[src/rtl/fastram_dram_sequencer_if.sv]
// Bus bundle between the 68020 side (master) and the fastram DRAM sequencer (slave).
// Carries the CPU strobes/attributes in and the DRAM strobes plus cycle termination out.
interface fastram_dram_sequencer_if;
  logic       AS20;
  logic       DS20;
  logic       RW20;
  logic [1:0] SIZ;
  logic [1:0] A;
  logic       ABANK;
  logic       ram_sel;
  logic [1:0] RAS;
  logic [3:0] CAS;
  logic       RAM_MUX;
  logic       RAMOE;
  logic [1:0] DSACK;
  logic       ref_ovf;

  modport master (
    output AS20, DS20, RW20, SIZ, A, ABANK, ram_sel,
    input  RAS, CAS, RAM_MUX, RAMOE, DSACK, ref_ovf
  );

  modport slave (
    input  AS20, DS20, RW20, SIZ, A, ABANK, ram_sel,
    output RAS, CAS, RAM_MUX, RAMOE, DSACK, ref_ovf
  );
endinterface

[src/rtl/fastram_dram_sequencer.sv]
// Zorro fastram DRAM sequencer: RAS/CAS/address-mux timing for 68020 cycles,
// arbitrated against CAS-before-RAS refresh, with 32-bit DSACK termination.
// All DRAM/bus outputs are registered from the current state, so each pin
// follows its state by one clock.
// Optional build macro FASTRAM_WAITSTATE_EN inserts one WAIT cycle between COL
// and CASW for slower DRAM (DSACK one clock later).
module fastram_dram_sequencer #(
  parameter int unsigned REFRESH_DIV   = 218,
  parameter int unsigned PRECHARGE_CYC = 1,
  parameter int unsigned BANK_BIT      = 21
) (
  input  logic                     CLKCPU,
  input  logic                     RESET,
  fastram_dram_sequencer_if.slave  bus
);

  localparam int unsigned      DIV_W    = (REFRESH_DIV > 1) ? $clog2(REFRESH_DIV) : 1;
  localparam logic [DIV_W-1:0] DIV_LAST = DIV_W'(REFRESH_DIV - 1);
  localparam logic [1:0]       PRE_LAST = 2'(PRECHARGE_CYC - 1);

  // ABANK arrives already decoded from A[BANK_BIT]; the bit must lie above the byte offset.
  if (BANK_BIT < 2 || PRECHARGE_CYC < 1 || PRECHARGE_CYC > 3 || REFRESH_DIV < 8) begin : g_bad_params
    $error("fastram_dram_sequencer: illegal parameter set");
  end

  typedef enum logic [3:0] {
    S_IDLE, S_ROW, S_COL, S_WAIT, S_CASW, S_ACK,
    S_REF_CAS, S_REF_RAS, S_REF_HOLD, S_PRE
  } state_e;

  state_e           state_q, state_d;
  logic [DIV_W-1:0] div_q, div_d;
  logic [1:0]       pend_q, pend_d;
  logic             ovf_q, ovf_d;
  logic [1:0]       pre_q, pre_d;
  logic             abort_q, abort_d;
  logic             div_wrap, ref_req, ref_start;

  logic             cyc_rw_q, cyc_rw_d;
  logic [1:0]       cyc_siz_q, cyc_siz_d;
  logic [1:0]       cyc_a_q, cyc_a_d;
  logic             cyc_bank_q, cyc_bank_d;

  logic [1:0]       ras_q, ras_d;
  logic [3:0]       cas_q, cas_d;
  logic             mux_q, mux_d;
  logic             oe_q, oe_d;
  logic [1:0]       dsack_q, dsack_d;

  // Active-low byte-lane CAS pattern for a write of SIZ bytes starting at offset A.
  function automatic logic [3:0] write_lanes(input logic [1:0] siz, input logic [1:0] a);
    logic [3:0] lanes;
    lanes = 4'hF;
    case (siz)
      2'b01: case (a)
               2'd0: lanes = 4'b0111;
               2'd1: lanes = 4'b1011;
               2'd2: lanes = 4'b1101;
               default: lanes = 4'b1110;
             endcase
      2'b10: case (a)
               2'd0: lanes = 4'b0011;
               2'd1: lanes = 4'b1001;
               2'd2: lanes = 4'b1100;
               default: lanes = 4'b1110;
             endcase
      2'b11: case (a)
               2'd0: lanes = 4'b0001;
               2'd1: lanes = 4'b1000;
               2'd2: lanes = 4'b1100;
               default: lanes = 4'b1110;
             endcase
      default: case (a)
               2'd0: lanes = 4'b0000;
               2'd1: lanes = 4'b1000;
               2'd2: lanes = 4'b1100;
               default: lanes = 4'b1110;
             endcase
    endcase
    return lanes;
  endfunction

  // Row strobe for the latched bank, all other banks held high.
  function automatic logic [1:0] bank_ras(input logic bank);
    return bank ? 2'b01 : 2'b10;
  endfunction

  // Refresh divider and pending-request bookkeeping; a wrap that coincides with
  // a refresh start is consumed directly so the pending count is unchanged.
  always_comb begin
    div_wrap  = (div_q == DIV_LAST);
    div_d     = div_wrap ? '0 : div_q + 1'b1;
    ref_req   = (pend_q != 2'd0) || div_wrap;
    ref_start = (state_q == S_IDLE) && ref_req;
    pend_d    = pend_q;
    ovf_d     = ovf_q;
    if (div_wrap && !ref_start) begin
      if (pend_q == 2'd3) ovf_d = 1'b1;
      else                pend_d = pend_q + 2'd1;
    end else if (!div_wrap && ref_start) begin
      pend_d = pend_q - 2'd1;
    end
  end

  // Next-state logic; refresh has priority in IDLE but never interrupts a CPU cycle.
  always_comb begin
    state_d    = state_q;
    pre_d      = pre_q;
    abort_d    = abort_q;
    cyc_rw_d   = cyc_rw_q;
    cyc_siz_d  = cyc_siz_q;
    cyc_a_d    = cyc_a_q;
    cyc_bank_d = cyc_bank_q;
    case (state_q)
      S_IDLE: begin
        if (ref_req) begin
          state_d = S_REF_CAS;
        end else if (!bus.AS20 && bus.ram_sel) begin
          state_d    = S_ROW;
          abort_d    = 1'b0;
          cyc_rw_d   = bus.RW20;
          cyc_siz_d  = bus.SIZ;
          cyc_a_d    = bus.A;
          cyc_bank_d = bus.ABANK;
        end
      end
      S_ROW: begin
        abort_d = abort_q | bus.AS20;
        state_d = S_COL;
      end
      S_COL: begin
        abort_d = abort_q | bus.AS20;
`ifdef FASTRAM_WAITSTATE_EN
        state_d = S_WAIT;
`else
        state_d = S_CASW;
`endif
      end
      S_WAIT: begin
        abort_d = abort_q | bus.AS20;
        state_d = S_CASW;
      end
      S_CASW: begin
        abort_d = abort_q | bus.AS20;
        // An abandoned write must not stall forever waiting for DS20.
        if (cyc_rw_q || !bus.DS20 || bus.AS20 || abort_q) state_d = S_ACK;
      end
      S_ACK: begin
        if (bus.AS20 || abort_q) begin
          state_d = S_PRE;
          pre_d   = PRE_LAST;
        end
      end
      S_REF_CAS:  state_d = S_REF_RAS;
      S_REF_RAS:  state_d = S_REF_HOLD;
      S_REF_HOLD: begin
        state_d = S_PRE;
        pre_d   = PRE_LAST;
      end
      S_PRE: begin
        if (pre_q == 2'd0) state_d = S_IDLE;
        else               pre_d   = pre_q - 2'd1;
      end
      default: state_d = S_IDLE;
    endcase
  end

  // Pin values implied by the current state; registered below.
  always_comb begin
    ras_d   = 2'b11;
    cas_d   = 4'hF;
    mux_d   = 1'b0;
    oe_d    = 1'b1;
    dsack_d = 2'b11;
    case (state_q)
      S_ROW: ras_d = bank_ras(cyc_bank_q);
      S_COL, S_WAIT, S_CASW: begin
        ras_d = bank_ras(cyc_bank_q);
        mux_d = 1'b1;
      end
      S_ACK: begin
        ras_d = bank_ras(cyc_bank_q);
        mux_d = 1'b1;
        if (!abort_q) begin
          dsack_d = 2'b00;
          cas_d   = cyc_rw_q ? 4'h0 : write_lanes(cyc_siz_q, cyc_a_q);
          oe_d    = !cyc_rw_q;
        end
      end
      S_REF_CAS: cas_d = 4'h0;
      S_REF_RAS, S_REF_HOLD: begin
        cas_d = 4'h0;
        ras_d = 2'b00;
      end
      default: ;
    endcase
  end

  // Control state and registered pins, cleared by synchronous reset.
  always_ff @(posedge CLKCPU) begin
    if (!RESET) begin
      state_q <= S_IDLE;
      div_q   <= '0;
      pend_q  <= 2'd0;
      ovf_q   <= 1'b0;
      pre_q   <= 2'd0;
      abort_q <= 1'b0;
      ras_q   <= 2'b11;
      cas_q   <= 4'hF;
      mux_q   <= 1'b0;
      oe_q    <= 1'b1;
      dsack_q <= 2'b11;
    end else begin
      state_q <= state_d;
      div_q   <= div_d;
      pend_q  <= pend_d;
      ovf_q   <= ovf_d;
      pre_q   <= pre_d;
      abort_q <= abort_d;
      ras_q   <= ras_d;
      cas_q   <= cas_d;
      mux_q   <= mux_d;
      oe_q    <= oe_d;
      dsack_q <= dsack_d;
    end
  end

  // Cycle attributes captured when the cycle is accepted; only read while it is active.
  always_ff @(posedge CLKCPU) begin
    cyc_rw_q   <= cyc_rw_d;
    cyc_siz_q  <= cyc_siz_d;
    cyc_a_q    <= cyc_a_d;
    cyc_bank_q <= cyc_bank_d;
  end

  assign bus.RAS     = ras_q;
  assign bus.CAS     = cas_q;
  assign bus.RAM_MUX = mux_q;
  assign bus.RAMOE   = oe_q;
  assign bus.DSACK   = dsack_q;
  assign bus.ref_ovf = ovf_q;

endmodule

[src/flat_wrapper.sv]
// flat-port wrapper written by rule: the top's interface ports become plain ports
module fastram_dram_sequencer_flat 
#(
  parameter int unsigned REFRESH_DIV   = 218,
  parameter int unsigned PRECHARGE_CYC = 1,
  parameter int unsigned BANK_BIT      = 21
)
  (CLKCPU, RESET, bus_AS20, bus_DS20, bus_RW20, bus_SIZ, bus_A, bus_ABANK, bus_ram_sel, bus_RAS, bus_CAS, bus_RAM_MUX, bus_RAMOE, bus_DSACK, bus_ref_ovf);
  fastram_dram_sequencer_if bus_i ();
  input  logic CLKCPU;
  input  logic RESET;
  input wire logic [$bits(bus_i.AS20)-1:0] bus_AS20;
  input wire logic [$bits(bus_i.DS20)-1:0] bus_DS20;
  input wire logic [$bits(bus_i.RW20)-1:0] bus_RW20;
  input wire logic [$bits(bus_i.SIZ)-1:0] bus_SIZ;
  input wire logic [$bits(bus_i.A)-1:0] bus_A;
  input wire logic [$bits(bus_i.ABANK)-1:0] bus_ABANK;
  input wire logic [$bits(bus_i.ram_sel)-1:0] bus_ram_sel;
  output wire logic [$bits(bus_i.RAS)-1:0] bus_RAS;
  output wire logic [$bits(bus_i.CAS)-1:0] bus_CAS;
  output wire logic [$bits(bus_i.RAM_MUX)-1:0] bus_RAM_MUX;
  output wire logic [$bits(bus_i.RAMOE)-1:0] bus_RAMOE;
  output wire logic [$bits(bus_i.DSACK)-1:0] bus_DSACK;
  output wire logic [$bits(bus_i.ref_ovf)-1:0] bus_ref_ovf;
  assign bus_i.AS20 = bus_AS20;
  assign bus_i.DS20 = bus_DS20;
  assign bus_i.RW20 = bus_RW20;
  assign bus_i.SIZ = bus_SIZ;
  assign bus_i.A = bus_A;
  assign bus_i.ABANK = bus_ABANK;
  assign bus_i.ram_sel = bus_ram_sel;
  assign bus_RAS = bus_i.RAS;
  assign bus_CAS = bus_i.CAS;
  assign bus_RAM_MUX = bus_i.RAM_MUX;
  assign bus_RAMOE = bus_i.RAMOE;
  assign bus_DSACK = bus_i.DSACK;
  assign bus_ref_ovf = bus_i.ref_ovf;
  fastram_dram_sequencer #(.REFRESH_DIV(REFRESH_DIV), .PRECHARGE_CYC(PRECHARGE_CYC), .BANK_BIT(BANK_BIT)) u_core (.CLKCPU(CLKCPU), .RESET(RESET), .bus(bus_i));
endmodule
[config.mk]
export PLATFORM = sky130hd
export DESIGN_NAME = fastram_dram_sequencer_flat
export DESIGN_NICKNAME = d
export VERILOG_FILES = /design/src/rtl/fastram_dram_sequencer_if.sv /design/src/rtl/fastram_dram_sequencer.sv /design/src/flat_wrapper.sv
export SDC_FILE = /design/constraint.sdc
export NUM_CORES = 1
export LEC_CHECK = 0
export ABC_AREA = 1
export CORE_MARGIN = 2
export CORE_UTILIZATION = 50
export CTS_CLUSTER_DIAMETER = 60
export DETAILED_ROUTE_END_ITERATION = 10
export PLACE_DENSITY = 0.74
export SYNTH_ARGS = -nofsm -noshare
export SYNTH_HDL_FRONTEND = slang
export SYNTH_SLANG_ARGS = --single-unit
[constraint.sdc]
create_clock -name CLKCPU -period 3.7 [get_ports CLKCPU]
set_clock_uncertainty 0.05 [all_clocks]
set_input_delay 0.555 -clock CLKCPU [delete_from_list [all_inputs] [get_ports CLKCPU]]
set_output_delay 0.555 -clock CLKCPU [all_outputs]
set_load 0.005 [all_outputs]
==> results of run 1 <==
metrics by stage:
step                setup WS (ns)  area (sq um)  hold WS [ns]  total power (W)  instances
floorplan                    1.98          1700         0.383         0.000745        236
global placement             1.57          1960         0.401         0.000856        301
detailed placement           1.56          1960         0.416         0.000862        301
CTS                          1.74          2000         0.438          0.00104        308
global route                 1.54          2000         0.458          0.00113        308
finish                       1.77          2000         0.429          0.00103        308
layer usage:
metal,up-vias,track usage (%)
li1,783,-
met2,43,30.7
met4,0,7.50
met1,621,23.6
met3,4,5.98
met5,-,0
cell usage in the layout (no fill, tap or decap), drive strengths merged:
cell,instances
a21oi,11
a31oi,2
clkbuf,6
clkdlybuf4s50,21
clkinv,1
dfxtp,27
edfxtp,6
ha,11
inv,38
nand2,64
nand3,11
nand3b,2
nand4,1
nor2,37
nor3,4
nor3b,1
o21a,1
o21ai,11
o31ai,1
or2,2
or3b,1
xnor2,1
xor2,2
how the worst max path moves through the flow:
stage	from	endpoint	slack [ns]
floorplan	u_core.div_q[1]	u_core.cyc_a_q[0]	1.98
global placement	bus_ram_sel	u_core.cyc_rw_q	1.57
detailed placement	bus_ram_sel	u_core.cyc_siz_q[0]	1.56
CTS	u_core.div_q[1]	u_core.cyc_rw_q	1.74
global route	u_core.state_q[2]	u_core.cyc_a_q[1]	1.54
finish	u_core.state_q[2]	u_core.cyc_siz_q[0]	1.77
critical path, stage by stage (launching register included):
cell	delay (ns)
dfxtp_1	0.35
nor2_1	0.20
nand2_1	0.12
inv_1	0.14
nand3_1	0.12
nor3_1	0.61
registers in the layout (all words and copies together) (netlist names):
signal / count
u_core.abort_q: 1
u_core.cyc_rw_q: 1
u_core.cyc_bank_q: 1
u_core.div_q: 8
u_core.cyc_siz_q: 2
u_core.pre_q: 2
u_core.bus.ref_ovf: 1
u_core.state_q: 4
u_core.cyc_a_q: 2
u_core.pend_q: 2
u_core.bus.RAMOE: 1
u_core.bus.DSACK: 1
u_core.bus.RAS: 2
u_core.bus.CAS: 4
u_core.bus.RAM_MUX: 1
report_power, final:
part	switching (W)	internal, W
registers	0.0000423	0.000429
logic	0.000223	0.000160
clock network	0.000107	0.0000698
total	0.000373	0.000658
cell families after synthesis:
logic type	after synthesis	synth area share, %
buffers and inverters	40	9.12
AND/OR/NAND/NOR	123	30.5
AO/OA/AOI/OAI	26	8.32
adder cells (fa/ha/maj)	11	8.09
XOR/XNOR	3	1.55
flip-flops	33	42.4
area by class of cell:
| cell class | count | share of cell area [%] |
|---|---|---|
| inverter | 38 | 7.13 |
| sequential | 33 | 36.0 |
| multi-input combinational | 163 | 41.2 |
| clock inverter | 1 | 0.250 |
| clock buffer | 6 | 2.06 |
| timing repair buffer | 21 | 10.5 |
| tap | 46 | 2.88 |
==> out/metrics.cfg, run 1 <==
[global_routing]
grt_max_degree = 11
grt_pass1_vias = 1389
grt_remaining_overflow = 0
grt_usage_pct = 19.0
antenna_found_initial = 0
grt_pass1_wl_um = 5760

[drt]
wire_per_inst_um = 10.2
routed.top_layer = met4
dr.first_iter.drc_count = 56
route.met2.wl_um = 1380
vias = 1451
routed_wl_um = 3140
met3WireLength_um = 180
antenna_left = 0
wl_met1_um = 1540
first_pass_iters = 6
drc = 0
via_per_inst = 4.71

[setup_path]
path_class = flop to flop
required_ns = 3.62
worstPathArrival_ns = 1.85
r2r_cells = 5
crit_path_end_kind = flop
cp-start-kind = flop
reg2reg_to = u_core.cyc_siz_q[0]
rrSetupSlack_ns = 1.77
r2r_start = u_core.state_q[2]
worstPathMaxFanout = 6

[clocking]
cts_hold_buf = 0
postCtsResizedCells = 0
cts_buffers = 5
cts_setup_buffers = 0
ctsLongestPathBuffers = 2
insertion_delay_ns = 0.33
path_clk_slew_ns = 0.09
root_buffer = clkbuf_4
htree_levels = 2
cts_tree = done
clock_sinks = 33

[synthesis]
synth_ff_type = dfxtp_1
ys_warn_count = 0
syn_nets = 258
avgSynthCellArea_sq_um = 7.21
synthTopCellsByArea = dfxtp_1 32%, nand2_1 13%, edfxtp_1 11%
ys_ff_latch = 33
syn_inst = 236
async_reset_ff_share_pct = 0
netlist.area_leader.share_pct = 31.8
synthTopCellsByCount = 59 x nand2_1, 36 x nor2_1, 34 x inv_1, 27 x dfxtp_1
yosys.area.top_type = dfxtp_1
syn_area_sq_um = 1700
synth-edff-count = 6
synth_most_common_cell = nand2_1
ys_seq_area_share_pct = 42.4
synth_cell_types = 27

[timing]
fmax_ghz = 0.517
rsz0062_at_grt = false
tightest_slew_ns = 0.771
relSlewSlack_pct = 48.2
hold_violations = 0
finalSetupViolations = 0
drv_slew = 0
fin_crit_ns = 1.93
fin_crit_sh_pct = 52.3
fin_tns_setup_ns = 0

[floorplan]
core_sq_um = 3310
chipHeight_um = 62.3
fp.dieW_um = 62.3
io_pins = 22
rows = 21
start_util_pct = 51.4
die-area_sq_um = 3880

[layout]
antenna_cells = 0
drive_gt1_share_pct = 7.25
regArea_sq_um = 721
syn_to_final_growth_pct = 17.7
post-route-util_pct = 60.5
fin_nets = 284
multi_input_area_sq_um = 825
fill_cells = 324

[placement]
dp_hpwl_um = 2500
gp_congestion = 0.896
numPortBuffers = 21

[pwr]
max-vdd-ir-drop_mv = 0.259
power.density_nw_per_um2 = 515
leakagePower_nw = 0.911

[hold_path]
min_to = u_core.bus.ref_ovf
hp-start = u_core.bus.ref_ovf
holdCritPathClass = flop to flop
hold_path_depth = 1

[outcome]
outcome = finished clean

[flow_run]
cap_viol_max_count = 0

(Power assumes the default switching activity.)
==> inputs of run 2 (changes only) <==
==> constraint.sdc (replaced) <==
create_clock -name CLKCPU -period 2.03 [get_ports CLKCPU]
set_clock_uncertainty 0.05 [all_clocks]
set_input_delay 0.3045 -clock CLKCPU [delete_from_list [all_inputs] [get_ports CLKCPU]]
set_output_delay 0.3045 -clock CLKCPU [all_outputs]
set_load 0.005 [all_outputs]
==> run 2 against run 1 <==
- register-to-register slack worse by 1.4 ns
- wire length up 3.3%
- sequential share of layout area down 0.44 points
- critical endpoint is now u_core.bus.CAS[0]
- critical path type unchanged
- combinational power is 90% higher
- clock power rose by 92%
- total power rose by 86%
- cell count is 1.3% higher
- clock-buffer cell count increased by 2
==> out/metrics.cfg, run 2 (synthesis results as in run 1) <==
[drt]
via_per_inst = 4.86
dr.first_iter.drc_count = 79
drc = 0
wire_per_inst_um = 10.4
vias = 1516
routed_wl_um = 3240
antenna_left = 0
first_pass_iters = 4

[placement]
gp_congestion = 0.920
post-place-ws_ns = 0.374
numPortBuffers = 21
placed_cell_area_sq_um = 1980
dp_hpwl_um = 2590

[floorplan]
rows = 21
fp.dieW_um = 62.3
start_util_pct = 51.4
io_pins = 22
chipHeight_um = 62.3
core_sq_um = 3310
die-area_sq_um = 3880

[setup_path]
reg2reg_to = u_core.bus.CAS[0]
crit_cells = 9
required_ns = 2.20
rrSetupSlack_ns = 0.41
path_buf_inv = 1
worstPathMaxFanout = 5
crit_top_cell = nand2_1
r2r_cells = 9
max_stage_delay_ns = 0.44
critical_path.cell_chain = inv_1, ha_1, or2_2, o21ai_0, nand2_1, nand2_1, nand2_1, nand2_1, nand2_1
r2r_start = u_core.cyc_a_q[0]
worstPathArrival_ns = 1.79
cp-start-kind = flop
crit_path_end_kind = flop
path_delay_family = simple AND/OR/NAND/NOR gates
slowest_stage = edfxtp_1
path_class = flop to flop

[timing]
hold_violations = 0
fin_crit_ns = 1.62
tightest_slew_ns = 0.343
fin_crit_sh_pct = 79.8
rsz0062_at_grt = false
fin_tns_setup_ns = 0
relSlewSlack_pct = 76.9
setup_slack_ns = 0.410
fmax_ghz = 0.617
finalSetupViolations = 0
drv_slew = 0

[layout]
syn_to_final_growth_pct = 19.2
fill_cells = 332
largest_register_ffs = 8
final_common_cell = nand2_1
fin_nets = 287
post-route-util_pct = 61.2
drive_gt1_share_pct = 7.89
antenna_cells = 0
largest_register = u_core.div_q
postLayoutCellArea_sq_um = 2030
layout_common_cells = 59 x nand2_1, 36 x nor2_1, 34 x inv_1, 27 x dfxtp_1, 21 x clkdlybuf4s50_1

[clocking]
htree_levels = 2
ctsLongestPathBuffers = 2
root_buffer = clkbuf_4
cts_buffers = 5
insertion_delay_ns = 0.33
cts_hold_buf = 0
path_clk_slew_ns = 0.09
cts_tree = done
postCtsResizedCells = 0
clock_sinks = 33
cts_setup_buffers = 0

[hold_path]
holdCritPathClass = flop to flop
hp-start = u_core.bus.ref_ovf
hold_path_depth = 1
min_to = u_core.bus.ref_ovf

[pwr]
report.power.total_w = 0.00192
max-vdd-ir-drop_mv = 0.663
leakagePower_nw = 0.925
power.density_nw_per_um2 = 948

[flow_run]
cap_viol_max_count = 0

[global_routing]
grt_pass1_vias = 1410
grt_usage_pct = 19.3
grt_max_degree = 10
grt_pass1_wl_um = 5900
antenna_found_initial = 0
grt_remaining_overflow = 0

[outcome]
outcome = finished clean

-- run 2: per-stage QoR --
stage / cells / hold slack (ns)
floorplan: 236 / 0.353
global placement: 304 / 0.402
detailed placement: 304 / 0.407
CTS: 312 / 0.428
global route: 312 / 0.459
finish: 312 / 0.421
-- run 2: final cells by class --
| cell class | count | area [sq um] | share of cell area, % |
|---|---|---|---|
| well taps | 46 | 57.6 | 2.84 |
| clock buffers | 8 | 48.8 | 2.41 |
| multi-input cells | 163 | 825 | 40.7 |
| repair buffers | 24 | 233 | 11.5 |
| flip-flops and latches | 33 | 721 | 35.6 |
| inverters | 38 | 143 | 7.04 |
-- run 2: worst reg2reg max path, delay by kind of cell, from the launching register on --
family / cells / cell delay, ns
and+or+nand+nor: 6 / 0.54
DFF: 1 / 0.44
adders and majority gates: 1 / 0.22
AOI/OAI and AO/OA: 1 / 0.14
buffers and inverters: 1 / 0.13
-- run 2: where the power goes --
group | internal (W) | switching, W
Clock | 0.000138 | 0.000202
Combinational | 0.000301 | 0.000425
Sequential | 0.000781 | 0.0000764
-- run 2: worst max-delay path by stage --
stage / from / to / slack (ns)
4_1_cts: u_core.cyc_a_q[0] / u_core.bus.CAS[0] / 0.39
3_3_place_gp: bus_AS20 / u_core.state_q[3] / 0.40
6_report: u_core.cyc_a_q[0] / u_core.bus.CAS[0] / 0.41
2_1_floorplan: u_core.div_q[1] / u_core.cyc_a_q[0] / 0.31
3_5_place_dp: bus_AS20 / u_core.state_q[3] / 0.37
5_1_grt: u_core.cyc_a_q[0] / u_core.bus.CAS[0] / 0.23
-- run 2: metal layers --
metal	GRT usage [%]	share of wire (%)	vias to the layer above	wire length, um
met5	0	0	-	0
met4	10.0	2.6	0	85
met3	4.89	6.7	10	217
met2	30.2	42	45	1370
met1	24.8	48	664	1560
li1	-	-	797	-
==> inputs of run 3 (changes only) <==
--- a/config.mk
+++ b/config.mk
@@ -7,10 +7,10 @@
 export LEC_CHECK = 0
 export ABC_AREA = 1
 export CORE_MARGIN = 2
-export CORE_UTILIZATION = 50
+export CORE_UTILIZATION = 49
 export CTS_CLUSTER_DIAMETER = 60
 export DETAILED_ROUTE_END_ITERATION = 10
-export PLACE_DENSITY = 0.74
+export PLACE_DENSITY = 0.76
 export SYNTH_ARGS = -nofsm -noshare
 export SYNTH_HDL_FRONTEND = slang
 export SYNTH_SLANG_ARGS = --single-unit
==> constraint.sdc (replaced) <==
create_clock -name CLKCPU -period 1.48 [get_ports CLKCPU]
set_clock_uncertainty 0.05 [all_clocks]
set_input_delay 0.222 -clock CLKCPU [delete_from_list [all_inputs] [get_ports CLKCPU]]
set_output_delay 0.222 -clock CLKCPU [all_outputs]
set_load 0.005 [all_outputs]
==> run 3 against run 2 <==
- clock-buffer cell count unchanged
- critical path depth decreased by 8
- core utilization increased by 8.4 points
- design area rose by 15%
- worst hold slack lost 0.044 ns
- non-clock buffer count rose by 19
- clock power is 59% higher
- first-iteration DRC count fell by 3.8%
==> out/metrics.cfg, run 3 (synthesis results as in run 1) <==
[outcome]
outcome = finished clean

[pwr]
power.density_nw_per_um2 = 1330
leakagePower_nw = 1.06
report.power.total_w = 0.00308
max-vdd-ir-drop_mv = 0.713

[timing]
setup_slack_ns = 0.0442
rsz0062_at_grt = true
hold_violations = 0
fin_crit_sh_pct = 97.0
tightest_slew_ns = 0.368
fin_tns_setup_ns = 0
fin_crit_ns = 1.44
drv_slew = 0
finalSetupViolations = 0
fmax_ghz = 0.696
fin_hold_ws_ns = 0.377
relSlewSlack_pct = 75.3

[flow_run]
cap_viol_max_count = 0

[clocking]
cts_hold_buf = 0
cts_tree = done
clock_sinks = 33
path_clk_slew_ns = 0.11
ctsLongestPathBuffers = 2
cts_buffers = 5
htree_levels = 2
insertion_delay_ns = 0.34
root_buffer = clkbuf_4

[placement]
post-place-ws_ns = -0.167
placed_cell_area_sq_um = 2120
gp_congestion = 0.901
numPortBuffers = 21
dp_hpwl_um = 2630

[floorplan]
core_sq_um = 3340
io_pins = 22
rows = 21
fp.dieW_um = 62.9
chipHeight_um = 62.9
start_util_pct = 51.0
die-area_sq_um = 3960

[setup_path]
cp-start-kind = flop
path_delay_family = buffers and inverters
crit_path_end_kind = output port
path_buf_inv = 1
required_ns = 1.21
max_stage_delay_ns = 0.50
slowest_stage = clkdlybuf4s50_1
r2r_cells = 7
worstPathArrival_ns = 1.16
critical_path.cell_chain = clkdlybuf4s50_1
crit_cells = 1
worstPathMaxFanout = 2
path_class = flop to output port

[drt]
via_per_inst = 4.82
dr.first_iter.drc_count = 76
antenna_left = 0
first_pass_iters = 4
wire_per_inst_um = 11.1
vias = 1597
drc = 0
routed_wl_um = 3660

[global_routing]
antenna_found_initial = 0
grt_pass1_vias = 1451
grt_remaining_overflow = 0
grt_max_degree = 11
grt_usage_pct = 19.4
grt_pass1_wl_um = 6000

[layout]
fin_nets = 306
syn_to_final_growth_pct = 36.6
layout_common_cells = 56 x nand2_1, 30 x inv_1, 29 x nor2_1, 20 x buf_4, 20 x dfxtp_1
largest_register = u_core.div_q
antenna_cells = 0
final_common_cell = nand2_1
postLayoutCellArea_sq_um = 2320
drive_gt1_share_pct = 24.6
largest_register_ffs = 8

[hold_path]
holdCritPathClass = input port to flop
hold_path_depth = 1

-- run 3: cell count changes in the layout (fill, tap and decap cells not counted), moves of 4 or more --
cell             change
buf_4               +17
clkdlybuf4s50_1      -4
dfxtp_1              -7
dfxtp_2              +7
dlymetal6s2s_1       +4
ha_1                 -5
inv_1                -4
inv_2                +4
nor2_1               -7
nor2_2               +7
o21ai_0              -4
o21ai_1              +4
-- run 3: worst paths after layout --
| check | start | slack, ns | end |
|---|---|---|---|
| worst min-delay path | bus_SIZ[0] | 0.38 | u_core.cyc_siz_q[0] |
| worst max-delay path | u_core.bus.DSACK[0] | 0.04 | bus_DSACK[0] |
| worst min register to register | u_core.bus.ref_ovf | 0.41 | u_core.bus.ref_ovf |
| worst max register to register | u_core.cyc_a_q[0] | 0.04 | u_core.bus.CAS[1] |
-- run 3: cell type report --
| class | instances | area (sq um) |
|---|---|---|
| Timing Repair Buffer | 43 | 402 |
| Sequential cell | 33 | 729 |
| Tap cell | 46 | 57.6 |
| Clock buffer | 8 | 58.8 |
| Fill cell | 287 | 1010 |
| Inverter | 38 | 143 |
| Multi-Input combinational cell | 163 | 932 |
-- run 3: metrics by stage --
stage	instances	util, %
6_report	331	69.6
3_3_place_gp	321	63.4
4_1_cts	331	66.6
5_1_grt	331	69.6
3_5_place_dp	321	63.4
2_1_floorplan	236	-
-- run 3: where the power goes --
group / switching, W / internal, W / leakage, nW
logic: 0.000718 / 0.000660 / 0.750
registers: 0.0000859 / 0.00108 / 0.276
clock network: 0.000304 / 0.000234 / 0.0326
total: 0.00111 / 0.00197 / 1.06
-- run 3: repair_timing --
| action | in CTS | in global routing |
|---|---|---|
| setup endpoints to repair | 8 | 25 |
| buffers inserted | 2 | 0 |
| pin swaps | 2 | 16 |
| gates cloned | 0 | 0 |
| resized for setup | 7 | 35 |
-- run 3: metal layers --
layer,vias to the layer above,GRT usage (%),routed length (um)
li1,833,-,-
met1,724,22.8,1700
met2,33,33.4,1750
met3,7,4.86,136
met4,0,8.33,68
met5,-,0,0
